### src/rtl/czf_pkg.sv
// Shared parameters and elaboration-time helpers for the circular zero finder.
// Tree sizing helpers assume a uniform RADIX_N fan-in padded up to RADIX_N**levels leaves.
package czf_pkg;

    localparam int W_DEF     = 32;
    localparam int RADIX_DEF = 4;
    localparam int RADIX_MIN = 2;
    localparam int RADIX_MAX = 8;

    function automatic int idx_w(input int w);
        return $clog2(w);
    endfunction

    function automatic int czf_pow(input int base, input int e);
        int p;
        p = 1;
        for (int k = 0; k < e; k++) p = p * base;
        return p;
    endfunction

    // ceil(log_radix(w)), at least one level
    function automatic int czf_levels(input int w, input int radix);
        int l;
        int p;
        l = 0;
        p = 1;
        while (p < w) begin
            p = p * radix;
            l = l + 1;
        end
        return (l < 1) ? 1 : l;
    endfunction

    // Index of the first node of tree level 'lvl' when all levels are laid out flat
    function automatic int czf_off(input int leaves, input int radix, input int lvl);
        int off;
        int n;
        off = 0;
        n   = leaves;
        for (int k = 0; k < lvl; k++) begin
            n   = n / radix;
            off = off + n;
        end
        return off;
    endfunction

endpackage

### src/rtl/czf_prienc.sv
// Highest-set-bit priority encoder: one-hot, binary index and any-set flag.
// Purely combinational; flat scan for W <= 8, otherwise a RADIX_N-ary tree.
module czf_prienc
    import czf_pkg::*;
#(
    parameter  int W       = W_DEF,
    parameter  int RADIX_N = RADIX_DEF,
    localparam int EW      = idx_w(W)
) (
    input  logic [W-1:0]  req,
    output logic [W-1:0]  onehot,
    output logic [EW-1:0] enc,
    output logic          any
);

    if (W <= 8) begin : g_flat
        always_comb begin
            any    = 1'b0;
            enc    = '0;
            onehot = '0;
            for (int i = 0; i < W; i++) begin
                if (req[i]) begin
                    any = 1'b1;
                    enc = EW'(i);
                end
            end
            for (int i = 0; i < W; i++) onehot[i] = any && (enc == EW'(i));
        end
    end else begin : g_tree
        localparam int L  = czf_levels(W, RADIX_N);
        localparam int P  = czf_pow(RADIX_N, L);
        localparam int IW = idx_w(P);
        localparam int T  = czf_off(P, RADIX_N, L);

        logic [P-1:0]  req_pad;
        logic [T-1:0]  nd_any;
        logic [IW-1:0] nd_idx [T];

        always_comb begin
            req_pad        = '0;
            req_pad[W-1:0] = req;
        end

        for (genvar l = 0; l < L; l++) begin : g_lvl
            localparam int NN   = P / czf_pow(RADIX_N, l + 1);
            localparam int SPAN = czf_pow(RADIX_N, l);
            localparam int OFF  = czf_off(P, RADIX_N, l);
            localparam int COFF = (l == 0) ? 0 : czf_off(P, RADIX_N, l - 1);

            for (genvar n = 0; n < NN; n++) begin : g_node
                logic [RADIX_N-1:0] c_any;
                logic [IW-1:0]      c_idx [RADIX_N];
                logic [IW-1:0]      sel_idx;

                if (l == 0) begin : g_leaf
                    assign c_any = req_pad[n*RADIX_N +: RADIX_N];
                    for (genvar j = 0; j < RADIX_N; j++) begin : g_c
                        assign c_idx[j] = '0;
                    end
                end else begin : g_inner
                    assign c_any = nd_any[COFF + n*RADIX_N +: RADIX_N];
                    for (genvar j = 0; j < RADIX_N; j++) begin : g_c
                        assign c_idx[j] = nd_idx[COFF + n*RADIX_N + j];
                    end
                end

                // Highest child with a set bit wins; its subtree offset is added to its local index
                always_comb begin
                    sel_idx = '0;
                    for (int j = 0; j < RADIX_N; j++) begin
                        if (c_any[j]) sel_idx = IW'(j * SPAN) + c_idx[j];
                    end
                end

                assign nd_any[OFF + n] = |c_any;
                assign nd_idx[OFF + n] = sel_idx;
            end
        end

        always_comb begin
            any    = nd_any[T-1];
            enc    = EW'(nd_idx[T-1]);
            onehot = '0;
            for (int i = 0; i < W; i++) onehot[i] = nd_any[T-1] && (nd_idx[T-1] == IW'(i));
        end
    end

endmodule

### src/rtl/circ_zero_find.sv
// Circular first-zero finder scanning down from pos_i-1 with wrap; registered, latency 1.
// No backpressure: accepts one request per cycle. Optional SVA under CZF_ASSERT_EN.
module circ_zero_find
    import czf_pkg::*;
#(
    parameter  int W       = W_DEF,
    parameter  int RADIX_N = RADIX_DEF,
    localparam int EW      = idx_w(W)
) (
    input  logic          clk_i,
    input  logic          arst_n_i,
    input  logic          vld_i,
    input  logic [W-1:0]  x_i,
    input  logic [EW-1:0] pos_i,
    output logic          vld_o,
    output logic [W-1:0]  y_o,
    output logic [EW-1:0] y_enc_o,
    output logic          any_o
);

    if (W < 2) begin : g_chk_w
        $error("circ_zero_find: W must be >= 2");
    end
    if (RADIX_N < RADIX_MIN || RADIX_N > RADIX_MAX) begin : g_chk_radix
        $error("circ_zero_find: RADIX_N out of range");
    end

    logic [W-1:0]  free;
    logic [W-1:0]  lo;
    logic [W-1:0]  lo_oh, all_oh, y_d;
    logic [EW-1:0] lo_enc, all_enc, enc_d;
    logic          lo_any, all_any;

    // pos_i >= W sets every mask bit, which selects the same bit as pos_i = 0
    always_comb begin
        free = ~x_i;
        for (int i = 0; i < W; i++) lo[i] = free[i] && (i < int'(pos_i));
    end

    czf_prienc #(.W(W), .RADIX_N(RADIX_N)) u_lo (
        .req    (lo),
        .onehot (lo_oh),
        .enc    (lo_enc),
        .any    (lo_any)
    );

    czf_prienc #(.W(W), .RADIX_N(RADIX_N)) u_all (
        .req    (free),
        .onehot (all_oh),
        .enc    (all_enc),
        .any    (all_any)
    );

    assign y_d   = lo_any ? lo_oh  : all_oh;
    assign enc_d = lo_any ? lo_enc : all_enc;

    always_ff @(posedge clk_i or negedge arst_n_i) begin
        if (!arst_n_i) begin
            vld_o   <= 1'b0;
            y_o     <= '0;
            y_enc_o <= '0;
            any_o   <= 1'b0;
        end else begin
            vld_o <= vld_i;
            if (vld_i) begin
                y_o     <= y_d;
                y_enc_o <= enc_d;
                any_o   <= all_any;
            end
        end
    end

`ifdef CZF_ASSERT_EN
    a_found_onehot: assert property (@(posedge clk_i) disable iff (!arst_n_i)
        (vld_o && any_o) |-> ($onehot(y_o) && y_o[y_enc_o]));
    a_none_zero: assert property (@(posedge clk_i) disable iff (!arst_n_i)
        (vld_o && !any_o) |-> (y_o == '0 && y_enc_o == '0));
    if ((1 << EW) == W) begin : g_pos_chk
        a_pos_range: assert property (@(posedge clk_i) disable iff (!arst_n_i)
            vld_i |-> (int'(pos_i) < W));
    end
`endif

endmodule

### config.mk
export PLATFORM = sky130hd
export DESIGN_NAME = circ_zero_find
export DESIGN_NICKNAME = d
export VERILOG_FILES = /design/src/rtl/czf_pkg.sv /design/src/rtl/czf_prienc.sv /design/src/rtl/circ_zero_find.sv
export SDC_FILE = /design/constraint.sdc
export NUM_CORES = 1
export LEC_CHECK = 0
export BUFFER_PORTS_ARGS = -buffer_cell sky130_fd_sc_hd__buf_2
export CORE_ASPECT_RATIO = 0.75
export CORE_MARGIN = 2
export CORE_UTILIZATION = 35
export DETAILED_ROUTE_END_ITERATION = 8
export SLEW_MARGIN = 5
export SYNTH_ARGS = -nofsm -noshare
export SYNTH_HDL_FRONTEND = slang
export SYNTH_SLANG_ARGS = --single-unit
### constraint.sdc
create_clock -name clk_i -period 1.6 [get_ports clk_i]
set_input_delay 0.24 -clock clk_i [delete_from_list [all_inputs] [get_ports clk_i]]
set_output_delay 0.24 -clock clk_i [all_outputs]
set_load 0.02 [all_outputs]
==> run summary <==
Clocking
* number of H-tree levels: 2
* source-to-sink clock delay at the later pin of the worst-skew pair: 0.29 ns
* total clock sinks: 39
* maximum buffer depth of the clock tree: 2
* clock-pin slew on the worst setup and hold paths: 0.09 ns
* CTS Buf Count: 5
* cell at the root of the clock tree: sky130_fd_sc_hd__clkbuf_8
* TritonCTS clock tree: yes

Final layout
* multi-input logic area: 0.00233 mm²
* number of antenna repair diodes: 0
* number of nets in the final layout: 611
* Reg area: 976 µm²
* final core utilization: 65.8%
* fraction of layout cells with a size suffix above 1: 55.1%
* count of filler cells inserted in the layout: 656
* signed area change from the synthesized netlist to the final layout: 81.0%
* filler-free cell count of the finished design: 677

Logic synthesis
* average instance area after synthesis: 7.82 µm²
* Netlist cell types: 60
* portion of the post-synthesis area used by sequential elements: 33.9%
* most frequent cells after synthesis: 60 x sky130_fd_sc_hd__nand2_1, 39 x sky130_fd_sc_hd__dfrtp_1, 34 x sky130_fd_sc_hd__nor2_1
* area share of the leading cell type in the synthesized netlist: 33.9%
* flip-flop and latch count after synthesis: 39
* Cell Area, Synth: 0.00288 mm²
* net count of the mapped netlist: 408
* leading post-synthesis cells by cell area: sky130_fd_sc_hd__dfrtp_1 34%, sky130_fd_sc_hd__o221ai_1 8.5%, sky130_fd_sc_hd__nand2_1 7.8%
* dominant synthesized flop cell: sky130_fd_sc_hd__dfrtp_1
* number of enable flip-flop cells after synthesis: 0
* Warnings, synthesis: 0
* cell type with the highest aggregate area in the netlist: sky130_fd_sc_hd__dfrtp_1
* fraction of registers with async set/reset: 100%
* dominant cell by count in the synthesized netlist: sky130_fd_sc_hd__nand2_1
* cell count after synthesis: 368

Power
* Sequential Power Share: 31.8%
* leakage power total: 0.00231 µW
* Switching Fraction: 33.5%
* internal power contribution: 2270 µW
* cell area power density: 654 mW/mm²
* Psw: 1140 µW
* combinational fraction of design power: 39.2%
* VDD IR-drop max: 0.525 mV
* post-layout power: 3410 µW
* part of the power in the clock network: 29.0%

STA
* crit share post-route: 141%
* Slew Limit Fails: 0
* worst clock skew on the final layout: 0 ns
* endpoints failing hold: 0
* RSZ-0062 raised after global routing: yes
* slew at the pin closest to its max-slew limit: 0.496 ns
* minimum clock period: 2.26 ns
* remaining max-slew budget at the tightest pin: 66.7%
* TNS Setup: -21.55 ns
* Final Worst Setup Slack: -0.661 ns
* top achievable clock speed: 442 MHz
* setup-violating endpoint count in the final report: 37

Critical path
* R2R setup slack: 0.85 ns
* type of the worst setup path: primary input to flip-flop
* data arrival at the endpoint of the critical path: 2.43 ns
* sort of element at the start of the critical path: primary input
* top fanout value on the critical path: 7
* Crit Reg-Reg Endpoint: y_enc_o[1]
* required time of the critical path: 1.77 ns
* r2r worst-path depth: 2
* crit path capture type: flip-flop
* r2r startpoint: y_enc_o[1]

Global routing
* wire length of the first global-routing pass: 18500 µm
* initial antenna violation count: 0
* largest net degree at the start of global routing: 40
* vias in the first global route: 3656
* global routing usage summed across all routing layers: 26.4%
* overflow left after global routing: 0

Floorplanning
* area enclosed by the die boundary: 0.00897 mm²
* floorplan row count: 28
* die boundary width: 109 µm
* starting density of the core: 36.3%
* I/O pin total: 79
* height of the die: 82.5 µm
* core region area: 0.00792 mm²

Flow run
* count of max-cap constraint violations: 0

Hold path
* hold crit path type: primary input to flip-flop
* cell depth of the worst hold path: 3
* hold worst-path end: y_enc_o[0]
* startpoint of the most critical hold path: vld_i

Drt
* Pre-Repair DR Iteration Count: 5
* violation count after the first detailed-route iteration: 281
* DR WL/cell: 18.4 µm
* Detailed Route WL: 12400 µm
* detailed-route via count: 3930
* mean number of vias per cell: 5.81
* DRC violation count after routing: 0
* Final ANT Viol Nets: 0

Run status
* status: finished with violations
* failing checks: setup timing

Place
* number of I/O port buffers: 78
* number of cells in the design after placement: 655
* final RePlAce weighted congestion: 0.931
* half-perimeter wire length of the detailed placement result: 8750 µm

power groups by stage:
| stage | Sequential, µW | Clock, µW | Combinational [µW] |
|---|---|---|---|
| after global routing | 1090 | 1030 | 1420 |
| final | 1080 | 987 | 1340 |
| after floorplan | 1170 | 0 | 407 |
| after detailed placement | 1100 | 0 | 1020 |
| after CTS | 1080 | 987 | 1130 |
| after global placement | 1100 | 0 | 1010 |
critical path: stages:
cell,delay [ns]
sky130_fd_sc_hd__buf_12,0.11
sky130_fd_sc_hd__nor2b_4,0.12
sky130_fd_sc_hd__o311a_4,0.39
sky130_fd_sc_hd__o41ai_4,0.47
sky130_fd_sc_hd__nand3_4,0.20
sky130_fd_sc_hd__and4b_2,0.41
sky130_fd_sc_hd__buf_6,0.12
sky130_fd_sc_hd__nor2_4,0.06
sky130_fd_sc_hd__o21ai_4,0.15
sky130_fd_sc_hd__o221ai_1,0.16
repair_timing:
action / 4_1_cts / 5_1_grt
cloned: 0 / 1
endpoints found under the setup margin: 37 / 37
gates resized for setup: 52 / 78
hold endpoints to repair: 11 / 0
hold buffers: 1 / 0
pin swaps: 27 / 40
setup buffers: 5 / 10
registers in the layout (all words and copies together) (netlist names):
name and cells:
any_o 1, vld_o 1, y_enc_o 5, y_o 32
worst max path at each step:
stage              from       to  slack [ns]  cells after the start
2_1_floorplan  pos_i[3]  y_o[15]       -0.63                      8
3_3_place_gp   pos_i[2]  y_o[10]       -0.94                     11
3_5_place_dp   pos_i[3]  y_o[14]       -1.02                      9
6_report       pos_i[0]  y_o[25]       -0.66                     10
5_1_grt        pos_i[0]  y_o[21]       -0.68                     10
4_1_cts        pos_i[4]  y_o[19]       -0.63                     10
final cells by class:
cell class | count | share of cell area [%]
multi-input cells | 295 | 44.8
repair buffers | 216 | 30.3
flip-flops and latches | 39 | 18.7
well taps | 105 | 2.52
clock buffers | 6 | 1.39
clock inverters | 2 | 1.15
inverters | 14 | 1.06
routing by layer:
layer,track usage [%],up-vias,wire length (µm)
met2,41.9,152,5740
met1,38.0,1925,5780
li1,-,1824,-
met4,5.51,0,272
met5,0,-,0
met3,4.24,29,638
cells by family after synthesis:
logic type | count (synthesis) | synth area share (%)
buffers and inverters | 34 | 4.96
DFF | 39 | 33.9
and+or+nand+nor | 172 | 29.0
AOI/OAI and AO/OA | 123 | 32.1
stage by stage:
stage | hold WS (ns) | cell area [µm²] | worst slack (ns)
6_report | 0.403 | 5210 | -0.661
3_5_place_dp | 0.321 | 4300 | -1.02
2_1_floorplan | -0.0556 | 2940 | -0.630
5_1_grt | 0.414 | 5210 | -0.679
4_1_cts | 0.333 | 4740 | -0.630
3_3_place_gp | 0.313 | 4300 | -0.942
cells in the final DEF (no fill, tap or decap), types with 4 or more instances in the layout:
| cell | synthesis | final |
|---|---|---|
| sky130_fd_sc_hd__dfrtp_1 | 39 | 39 |
| sky130_fd_sc_hd__o221ai_2 | 0 | 25 |
| sky130_fd_sc_hd__buf_2 | 6 | 73 |
| sky130_fd_sc_hd__o21ai_0 | 15 | 12 |
| sky130_fd_sc_hd__inv_1 | 13 | 12 |
| sky130_fd_sc_hd__clkbuf_8 | 0 | 5 |
| sky130_fd_sc_hd__o21ai_1 | 1 | 4 |
| sky130_fd_sc_hd__a21oi_1 | 20 | 13 |
| sky130_fd_sc_hd__nand3b_1 | 4 | 4 |
| sky130_fd_sc_hd__a21oi_2 | 0 | 7 |
| sky130_fd_sc_hd__nand4_1 | 11 | 11 |
| sky130_fd_sc_hd__nand2_2 | 0 | 4 |
| sky130_fd_sc_hd__nor2_1 | 34 | 30 |
| sky130_fd_sc_hd__buf_4 | 0 | 117 |
| sky130_fd_sc_hd__nand2b_1 | 12 | 9 |
| sky130_fd_sc_hd__buf_6 | 1 | 20 |
| sky130_fd_sc_hd__o2111ai_1 | 4 | 4 |
| sky130_fd_sc_hd__a31oi_1 | 8 | 4 |
| sky130_fd_sc_hd__nor2_4 | 0 | 4 |
| sky130_fd_sc_hd__nand2_1 | 60 | 54 |
| sky130_fd_sc_hd__nand3_1 | 14 | 11 |
| sky130_fd_sc_hd__nor2b_1 | 7 | 6 |
| sky130_fd_sc_hd__nor3_1 | 11 | 6 |
Power figures use the tool's default switching activity.
